===== src/rtl/acl_spi_responder.sv =====
// SPI mode-0 register responder for an accelerometer front end: ID/part registers,
// snapshotted X/Y/Z axis samples and a single writable power-control register.
//
// state  | meaning
// -------+------------------------------------------------------------
// IDLE   | cs deasserted (or not yet seen high since reset); miso held 0
// CMD    | shifting in the command byte
// ADDR   | shifting in the register address byte
// RDATA  | read burst: shifting register bytes out on miso
// WDATA  | write burst: shifting data bytes in, committing to 0x2D only
// IGNORE | unsupported command; everything ignored until cs rises
module acl_spi_responder #(
    parameter logic [7:0] PARTID      = 8'hF2,
    parameter int         SYNC_STAGES = 2
) (
    input  logic        clk,
    input  logic        reset,
    input  logic        sclk,
    input  logic        mosi,
    input  logic        cs,
    output logic        miso,
    input  logic [11:0] x_data,
    input  logic [11:0] y_data,
    input  logic [11:0] z_data,
    output logic [7:0]  power_ctl,
    output logic        cmd_err
);

    localparam logic [2:0] ST_IDLE   = 3'd0;
    localparam logic [2:0] ST_CMD    = 3'd1;
    localparam logic [2:0] ST_ADDR   = 3'd2;
    localparam logic [2:0] ST_RDATA  = 3'd3;
    localparam logic [2:0] ST_WDATA  = 3'd4;
    localparam logic [2:0] ST_IGNORE = 3'd5;

    localparam logic [7:0] CMD_READ  = 8'h0B;
    localparam logic [7:0] CMD_WRITE = 8'h0A;
    localparam logic [5:0] ADDR_PCTL = 6'h2D;

    logic [SYNC_STAGES-1:0] sclk_sync;
    logic [SYNC_STAGES-1:0] mosi_sync;
    logic [SYNC_STAGES-1:0] cs_sync;
    logic [SYNC_STAGES-1:0] sync_fill;

    logic sclk_s, mosi_s, cs_s;
    logic sclk_q, cs_q, cs_armed;
    logic sclk_rise, sclk_fall, cs_fall, cs_rise;

    logic [2:0]  state;
    logic [2:0]  bit_cnt;
    logic [7:0]  shift_in;
    logic [7:0]  shift_out;
    logic [7:0]  next_in;
    logic [7:0]  rd_data;
    logic [5:0]  addr;
    logic        is_read;
    logic        wr_pend;
    logic [7:0]  wr_byte;
    logic [11:0] x_snap, y_snap, z_snap;

    always_ff @(posedge clk or posedge reset) begin
        if (reset) begin
            sclk_sync <= '0;
            mosi_sync <= '0;
            cs_sync   <= '1;
            sync_fill <= '0;
        end else begin
            sclk_sync <= {sclk_sync[SYNC_STAGES-2:0], sclk};
            mosi_sync <= {mosi_sync[SYNC_STAGES-2:0], mosi};
            cs_sync   <= {cs_sync[SYNC_STAGES-2:0], cs};
            sync_fill <= {sync_fill[SYNC_STAGES-2:0], 1'b1};
        end
    end

    assign sclk_s = sclk_sync[SYNC_STAGES-1];
    assign mosi_s = mosi_sync[SYNC_STAGES-1];
    assign cs_s   = cs_sync[SYNC_STAGES-1];

    // cs_armed keeps the reset value of the cs synchronizer from looking like a
    // falling edge when cs is already low at reset release.
    always_ff @(posedge clk or posedge reset) begin
        if (reset) begin
            sclk_q   <= 1'b0;
            cs_q     <= 1'b1;
            cs_armed <= 1'b0;
        end else begin
            sclk_q   <= sclk_s;
            cs_q     <= cs_s;
            cs_armed <= cs_armed | (sync_fill[SYNC_STAGES-1] & cs_s);
        end
    end

    assign sclk_rise = sclk_s & ~sclk_q;
    assign sclk_fall = ~sclk_s & sclk_q;
    assign cs_fall   = cs_armed & cs_q & ~cs_s;
    assign cs_rise   = cs_s & ~cs_q;
    assign next_in   = {shift_in[6:0], mosi_s};

    always_comb begin
        rd_data = 8'h00;
        case (addr)
            6'h00: rd_data = 8'hAD;
            6'h01: rd_data = 8'h1D;
            6'h02: rd_data = PARTID;
            6'h08: rd_data = x_snap[11:4];
            6'h09: rd_data = y_snap[11:4];
            6'h0A: rd_data = z_snap[11:4];
            6'h0E: rd_data = x_snap[7:0];
            6'h0F: rd_data = {{4{x_snap[11]}}, x_snap[11:8]};
            6'h10: rd_data = y_snap[7:0];
            6'h11: rd_data = {{4{y_snap[11]}}, y_snap[11:8]};
            6'h12: rd_data = z_snap[7:0];
            6'h13: rd_data = {{4{z_snap[11]}}, z_snap[11:8]};
            ADDR_PCTL: rd_data = power_ctl;
            default: rd_data = 8'h00;
        endcase
    end

    always_ff @(posedge clk or posedge reset) begin
        if (reset) begin
            state     <= ST_IDLE;
            bit_cnt   <= 3'd0;
            shift_in  <= 8'h00;
            shift_out <= 8'h00;
            miso      <= 1'b0;
            cmd_err   <= 1'b0;
            addr      <= 6'h00;
            is_read   <= 1'b0;
            wr_pend   <= 1'b0;
            wr_byte   <= 8'h00;
            power_ctl <= 8'h00;
            x_snap    <= 12'h000;
            y_snap    <= 12'h000;
            z_snap    <= 12'h000;
        end else begin
            cmd_err <= 1'b0;
            wr_pend <= 1'b0;
            if (wr_pend) begin
                power_ctl <= wr_byte;
            end

            // A cs falling edge outside IDLE is a glitch: restart the transaction.
            if (cs_fall) begin
                state    <= ST_CMD;
                bit_cnt  <= 3'd0;
                shift_in <= 8'h00;
                miso     <= 1'b0;
                x_snap   <= x_data;
                y_snap   <= y_data;
                z_snap   <= z_data;
            end else if (cs_rise) begin
                state   <= ST_IDLE;
                bit_cnt <= 3'd0;
                miso    <= 1'b0;
            end else if (sclk_rise && state != ST_IDLE && state != ST_IGNORE) begin
                shift_in <= next_in;
                bit_cnt  <= bit_cnt + 3'd1;
                if (bit_cnt == 3'd7) begin
                    case (state)
                        ST_CMD: begin
                            if (next_in == CMD_READ) begin
                                is_read <= 1'b1;
                                state   <= ST_ADDR;
                            end else if (next_in == CMD_WRITE) begin
                                is_read <= 1'b0;
                                state   <= ST_ADDR;
                            end else begin
                                state   <= ST_IGNORE;
                                cmd_err <= 1'b1;
                            end
                        end
                        ST_ADDR: begin
                            addr  <= next_in[5:0];
                            state <= is_read ? ST_RDATA : ST_WDATA;
                        end
                        ST_WDATA: begin
                            wr_pend <= (addr == ADDR_PCTL);
                            wr_byte <= next_in;
                            addr    <= addr + 6'd1;
                        end
                        ST_RDATA: begin
                            addr <= addr + 6'd1;
                        end
                        default: ;
                    endcase
                end
            end else if (sclk_fall && state == ST_RDATA) begin
                // bit_cnt == 0 marks the first falling edge of a new byte.
                if (bit_cnt == 3'd0) begin
                    shift_out <= rd_data;
                    miso      <= rd_data[7];
                end else begin
                    shift_out <= {shift_out[6:0], 1'b0};
                    miso      <= shift_out[6];
                end
            end
        end
    end

endmodule


===== config.mk =====
export PLATFORM = sky130hd
export DESIGN_NAME = acl_spi_responder
export DESIGN_NICKNAME = d
export VERILOG_FILES = /design/src/rtl/acl_spi_responder.sv
export SDC_FILE = /design/constraint.sdc
export NUM_CORES = 1
export LEC_CHECK = 0
export ABC_AREA = 1
export ABC_CLOCK_PERIOD_IN_PS = 3270
export BUFFER_PORTS_ARGS = -buffer_cell sky130_fd_sc_hd__buf_2
export CAP_MARGIN = 10
export CORE_ASPECT_RATIO = 0.6
export CORE_MARGIN = 8
export CORE_UTILIZATION = 45
export DETAILED_ROUTE_END_ITERATION = 10
export PLACE_DENSITY = 0.65
export RECOVER_POWER = 100
export SYNTH_ARGS = -nofsm -noshare
export SYNTH_HDL_FRONTEND = slang
export SYNTH_SLANG_ARGS = --single-unit

===== constraint.sdc =====
create_clock -name clk -period 3.27 [get_ports clk]
set_clock_uncertainty 0.1 [all_clocks]
set_input_delay 0.654 -clock clk [delete_from_list [all_inputs] [get_ports clk]]
set_output_delay 0.654 -clock clk [all_outputs]
set_load 0.02 [all_outputs]

### Word level (Yosys, flattened, before mapping)

Index checks and enable logic that the tools add are counted.

| cells by class | value |
|---|---|
| $add $sub $neg | 2 |
| equal/unequal tests | 22 |
| multiplexer cells | 36 |
| bitwise operators | 14 |
| reduce and logical (&&, ||, !) cells | 21 |

Operators with widths:

| kind | count |
|---|---|
| one-hot mux 8 bit (13 select lines) | 1 |
| == test 6 x 4 -> 1 bit, second input constant | 5 |
| 2-to-1 mux 3 bit | 10 |
| 2-to-1 mux 7 bit | 4 |
| == test 6 x 5 -> 1 bit, second input constant | 4 |
| 2-to-1 mux 1 bit | 19 |
| == test 8 x 4 -> 1 bit, second input constant | 2 |
| one-hot mux 6 bit (2 select lines) | 1 |
| nonzero test 3 bit | 4 |
| AND reduction 5 bit | 2 |
| NOT 1 bit | 7 |
| adder 6 x 1 -> 6 bit, second input constant | 1 |
| bitwise AND 1 bit | 6 |
| == test 3 x 2 -> 1 bit, second input constant | 2 |
| == test 3 bit, second input constant | 2 |
| == test 6 x 1 -> 1 bit, second input constant | 1 |
| == test 6 x 2 -> 1 bit, second input constant | 1 |
| == test 6 bit, second input constant | 1 |
| zero test 6 bit | 1 |
| != test 3 bit, second input constant | 2 |
| one-hot mux 3 bit (2 select lines) | 1 |
| AND reduction 6 bit | 1 |
| nonzero test 2 bit | 3 |
| AND reduction 2 bit | 2 |
| 10 further kinds | 12 |

| word-level totals | value |
|---|---|
| register bits | 93 |
| bits of input ports | 41 |
| word-level logic and storage cells | 116 |

### Longest topological paths before layout

| logic depth | value |
|---|---|
| word-level depth | 8 |
| mapped depth | 11 |

### Worst setup path before layout

Ideal clock, no wire load.

| timing path | value |
|---|---|
| path kind | flip-flop to flip-flop |
| start point | register addr[0] |
| end point | register miso |
| arrival time | 1595 ps |
| required time | 3092 ps |
| setup slack | 1497 ps |
| cell stages (with the launch flop) | 12 |
| buffers on the path | 1 |
| period minus slack after synthesis | 1773 ps |
| path through | dfrtp_1 -> inv_1 -> ha_1 -> clkbuf_1 -> inv_1 -> nor2_1 -> nand2_1 -> nand2_1 -> nor2_1 -> nand3_2 -> nand3_2 -> o21bai_1 |

| between the ends | value |
|---|---|
| word-level cells in the longest chain between the ends | 7 |

Ends and longest elaborated chain:

| what | line | source |
|---|---|---|
| from (decl) | 55 | `logic [5:0] addr;` |
| from (signal assigned) | 173 | `addr <= next_in[5:0];` |
| from (signal assigned) | 179 | `addr <= addr + 6'd1;` |
| from (signal assigned) | 182 | `addr <= addr + 6'd1;` |
| == test 6 bit (tied with other cells) | 101 | `case (addr)` |
| one-hot mux 8 bit (13 select lines) (*) | 101 |  |
| 2-to-1 mux 1 bit (*) | 189 | `if (bit_cnt == 3'd0) begin` |
| 2-to-1 mux 1 bit (*) | 187 | `end else if (sclk_fall && state == ST_RDATA) begin` |
| 2-to-1 mux 1 bit (*) | 155 | `end else if (sclk_rise && state != ST_IDLE && state != ST_IGNORE) begin` |
| 2-to-1 mux 1 bit (*) | 151 | `end else if (cs_rise) begin` |
| 2-to-1 mux 1 bit (*) | 143 | `if (cs_fall) begin` |
| to (signal assigned) | 191 | `miso <= rd_data[7];` |
| to (signal assigned) | 194 | `miso <= shift_out[6];` |
| to (decl) | 21 | `output logic miso,` |

Every way passes the cells marked *; elsewhere a longest branch is shown, timed or not. The select of a mux whose other input is x is not followed.
A chain may end at the register's enable or synchronous reset.

### Worst setup path in the final report

| timing path | value |
|---|---|
| start point | register addr[1] |
| end point | register shift_out[1] |

| between the ends | value |
|---|---|
| word-level cells in the longest chain between the ends | 3 |

Ends and longest elaborated chain:

| what | line | source |
|---|---|---|
| == test 6 bit (tied with other cells) | 101 |  |
| one-hot mux 8 bit (13 select lines) (*) | 101 |  |
| 2-to-1 mux 7 bit (*) | 189 |  |
| to (signal assigned) | 190 | `shift_out <= rd_data;` |
| to (signal assigned) | 193 | `shift_out <= {shift_out[6:0], 1'b0};` |
| to (decl) | 52 | `logic [7:0] shift_out;` |

Every way passes the cells marked *; elsewhere a longest branch is shown, timed or not.

==> impl_metrics.csv <==
group,metric,value,unit
status,status,"finished, final reports clean",
worst_hold_path,worst_hold_path.num_cells,0,
worst_setup_path,critPathKind,"flop to flop",
die,die_h,96.2,um
sta,period_share,77.8,%
synth,ys_seq_area_share,48.3,%
route,vias,4210,
grt,grt_pass1_vias,3959,
cells_and_area,syn2layout_area_growth,13.0,%
cts,clock-sinks,93,
synth,synth_xor_area_share,0.363,%
synth,yosysWarnings,0,
synth,synth_compound_area_share,8.51,%
synth,synth_top_area_share,46.7,%
worst_hold_path,hp-class,"flop to flop",
grt,gr-usage-all-layers,19.2,%
cts,clk_pin_slew,60,ps
synth,yosys.area_share.simple,32.6,%
worst_hold_path,hold_start,"mosi_sync[0]",
sta,fin_setup_tns,0,ps
synth,netlist_top_cells_area,"dfrtp_1 (47%), nand2_1 (16%), nand4_1 (4.8%)",
cts,clock_latency,340,ps
route,viasPerCell,5.33,
power_and_ir_drop,vdd_ir_drop_max,279,uV
cells_and_area,n_antenna_cell,0,
sta,rsz0062_at_grt,"false",
synth,synthCells,602,
sta,hold_viol,0,
power_and_ir_drop,p_total,0.00261,W
worst_setup_path,cp-end-kind,"flop",
sta,setup_viol,0,
die,coreArea,10500,um2
die,fp.dieW,150,um
cts,cts-root-buf,"clkbuf_16",
worst_setup_path,reg2reg_depth,10,
cts,ctsResizeCount,0,
cells_and_area,drive_gt1_share,13.8,%
place,hpwl,9440,um
cts,numCtsBuffers,9,
power_and_ir_drop,powerDensity,478,nW/um2
synth,synth_top_family_by_area,"simple AND/OR/NAND/NOR gates",
grt,overflow,0,
synth,synth_area_leader_cell,"dfrtp_1",
cells_and_area,final_nets,694,
synth,syn_area,4820,um2
sta,fin_crit,2540,ps
synth,synth_nets,650,
die,start_util,46.0,%
route,dr.pass1.iters,5,
worst_setup_path,reg2reg_from,"addr[1]",
route,met1Wirelength,6970,um
place,gp_congestion,0.971,
die,rows,29,
grt,antenna_found_initial,0,
cts,cts_tree,"yes",
sta,hold-worst-slack,248,ps
worst_setup_path,crit_path_top_delay_cell,"ha_1",
route,drt-total-wl,12800,um
route,wl_met3,1070,um
cells_and_area,utilization,52.0,%
synth,syn-mean-instance-area,8.01,um2
die,die_area,14400,um2
worst_setup_path,critPathLaunchType,"flop",
route,drc_errors,0,
synth,ys_ff_latch,93,
worst_setup_path,crit_fanout,14,
die,num_io_pins,51,
route,route.top_layer_used,"met4",
grt,grt_pass1_wl,21400,um
place,io_buffers,50,
worst_setup_path,crit_chain,"inv_1 -> ha_1 -> inv_1 -> nor2_1 -> nand2_1 -> nand2_1 -> nor2_1 -> nand3_2 -> nand3_1 -> o21ai_0",
power_and_ir_drop,leakagePower,2.75,nW
cts,cts_buffer_depth,2,
grt,grt_max_degree,94,
sta,relSlewSlack,39.4,%
cells_and_area,mostFrequentLayoutCells,"nand2_1 (201), dfrtp_1 (90), nor2_1 (52)",
synth,synth.distinct_cells,37,
route,ant_nets,0,
cts,htree_levels,3,
worst_setup_path,arrival,2690,ps
sta,max_freq,393,MHz
worst_setup_path,critPathRequiredTime,3420,ps
route,drtIter0Drc,491,
route,wl_met2,4670,um
cts,cts_hold_buffers,0,
sta,tightest_slew,909,ps
run,drv_cap,0,
cells_and_area,final_common_cell,"nand2_1",
synth,synthMuxAreaShare,1.63,%
sta,finalMaxSlewViolations,0,
worst_hold_path,hold_end,"mosi_sync[1]",
worst_setup_path,r2r_slack,730,ps
worst_setup_path,rr_endpoint,"shift_out[1]",
worst_setup_path,slowest_delay,480,ps
route,post_drt_wl_per_cell,16.2,um
synth,synthAdderAreaFrac,1.82,%
cts,cts_setup_buffers,0,
-- worst max-delay path: cells and delay by family (launching register included) --
kind / cells / cell delay [ps]
flops: 1 / 410
fa+ha+maj: 1 / 480
buf+inv: 2 / 190
simple gates: 6 / 1030
compound gates: 1 / 240
-- cell type report --
class,count,area [um2]
clock buffers,12,246
clock inverters,4,72.6
inverters,55,208
repair buffers,56,293
fillers,1034,5030
well taps,139,174
multi-input cells,431,2130
flip-flops and latches,93,2330
-- synthesized netlist by cell type, drive strengths merged --
master,instances
o22ai,8
nand4,40
o21ai,50
buf,12
nor3,3
a21boi,1
conb,1
dfstp,3
nand2,203
ha,7
nand3,37
dfrtp,90
mux2,7
a21oi,7
inv,55
o211ai,3
clkbuf,11
nor2,59
a22oi,1
nor4,1
o21bai,1
xor2,2
-- logic make-up after synthesis --
group           after synthesis
buf+inv                      78
other cells                   1
fa+ha+maj                     7
flops                        93
compound gates               71
mux                           7
simple gates                343
xor+xnor                      2
-- flip-flops by register name (all words and copies together), names as in the netlist, 2 cells and up --
signal     count
y_snap        12
sync_fill      2
z_snap        12
x_snap        12
sclk_sync      2
shift_out      7
wr_byte        8
mosi_sync      2
cs_sync        2
state          3
power_ctl      8
shift_in       7
addr           6
bit_cnt        3
-- power breakdown --
part,leakage (nW),internal [W],switching [W]
clock,0.153,0.000689,0.000420
sequential,1.21,0.00123,0.0000740
combinational,1.39,0.0000630,0.000130
total,2.75,0.00198,0.000623
-- how the worst max path moves through the flow --
stage	start	cells past startpoint	slack, ps	endpoint
after CTS	addr[1]	10	1030	shift_out[1]
final	addr[1]	10	730	shift_out[1]
after detailed placement	addr[1]	10	1050	miso
after global routing	addr[1]	10	520	shift_out[5]
after floorplan	reset	1	100	addr[0]
after global placement	cs_sync[1]	9	1120	wr_byte[3]
-- metal layers --
metal / vias to the layer above / GRT usage [%]
li1: 2060 / -
met5: - / 0
met1: 1979 / 30.7
met3: 15 / 4.98
met4: 0 / 5.05
met2: 156 / 24.3
-- metrics by stage --
step / setup WS, ps / instances / instance area [um2]
6_report: 727 / 790 / 5450
5_1_grt: 522 / 790 / 5450
4_1_cts: 1030 / 790 / 5510
3_5_place_dp: 1050 / 774 / 5190
3_3_place_gp: 1120 / 774 / 5190
2_1_floorplan: 101 / 602 / 4820
(Power assumes the default switching activity.)
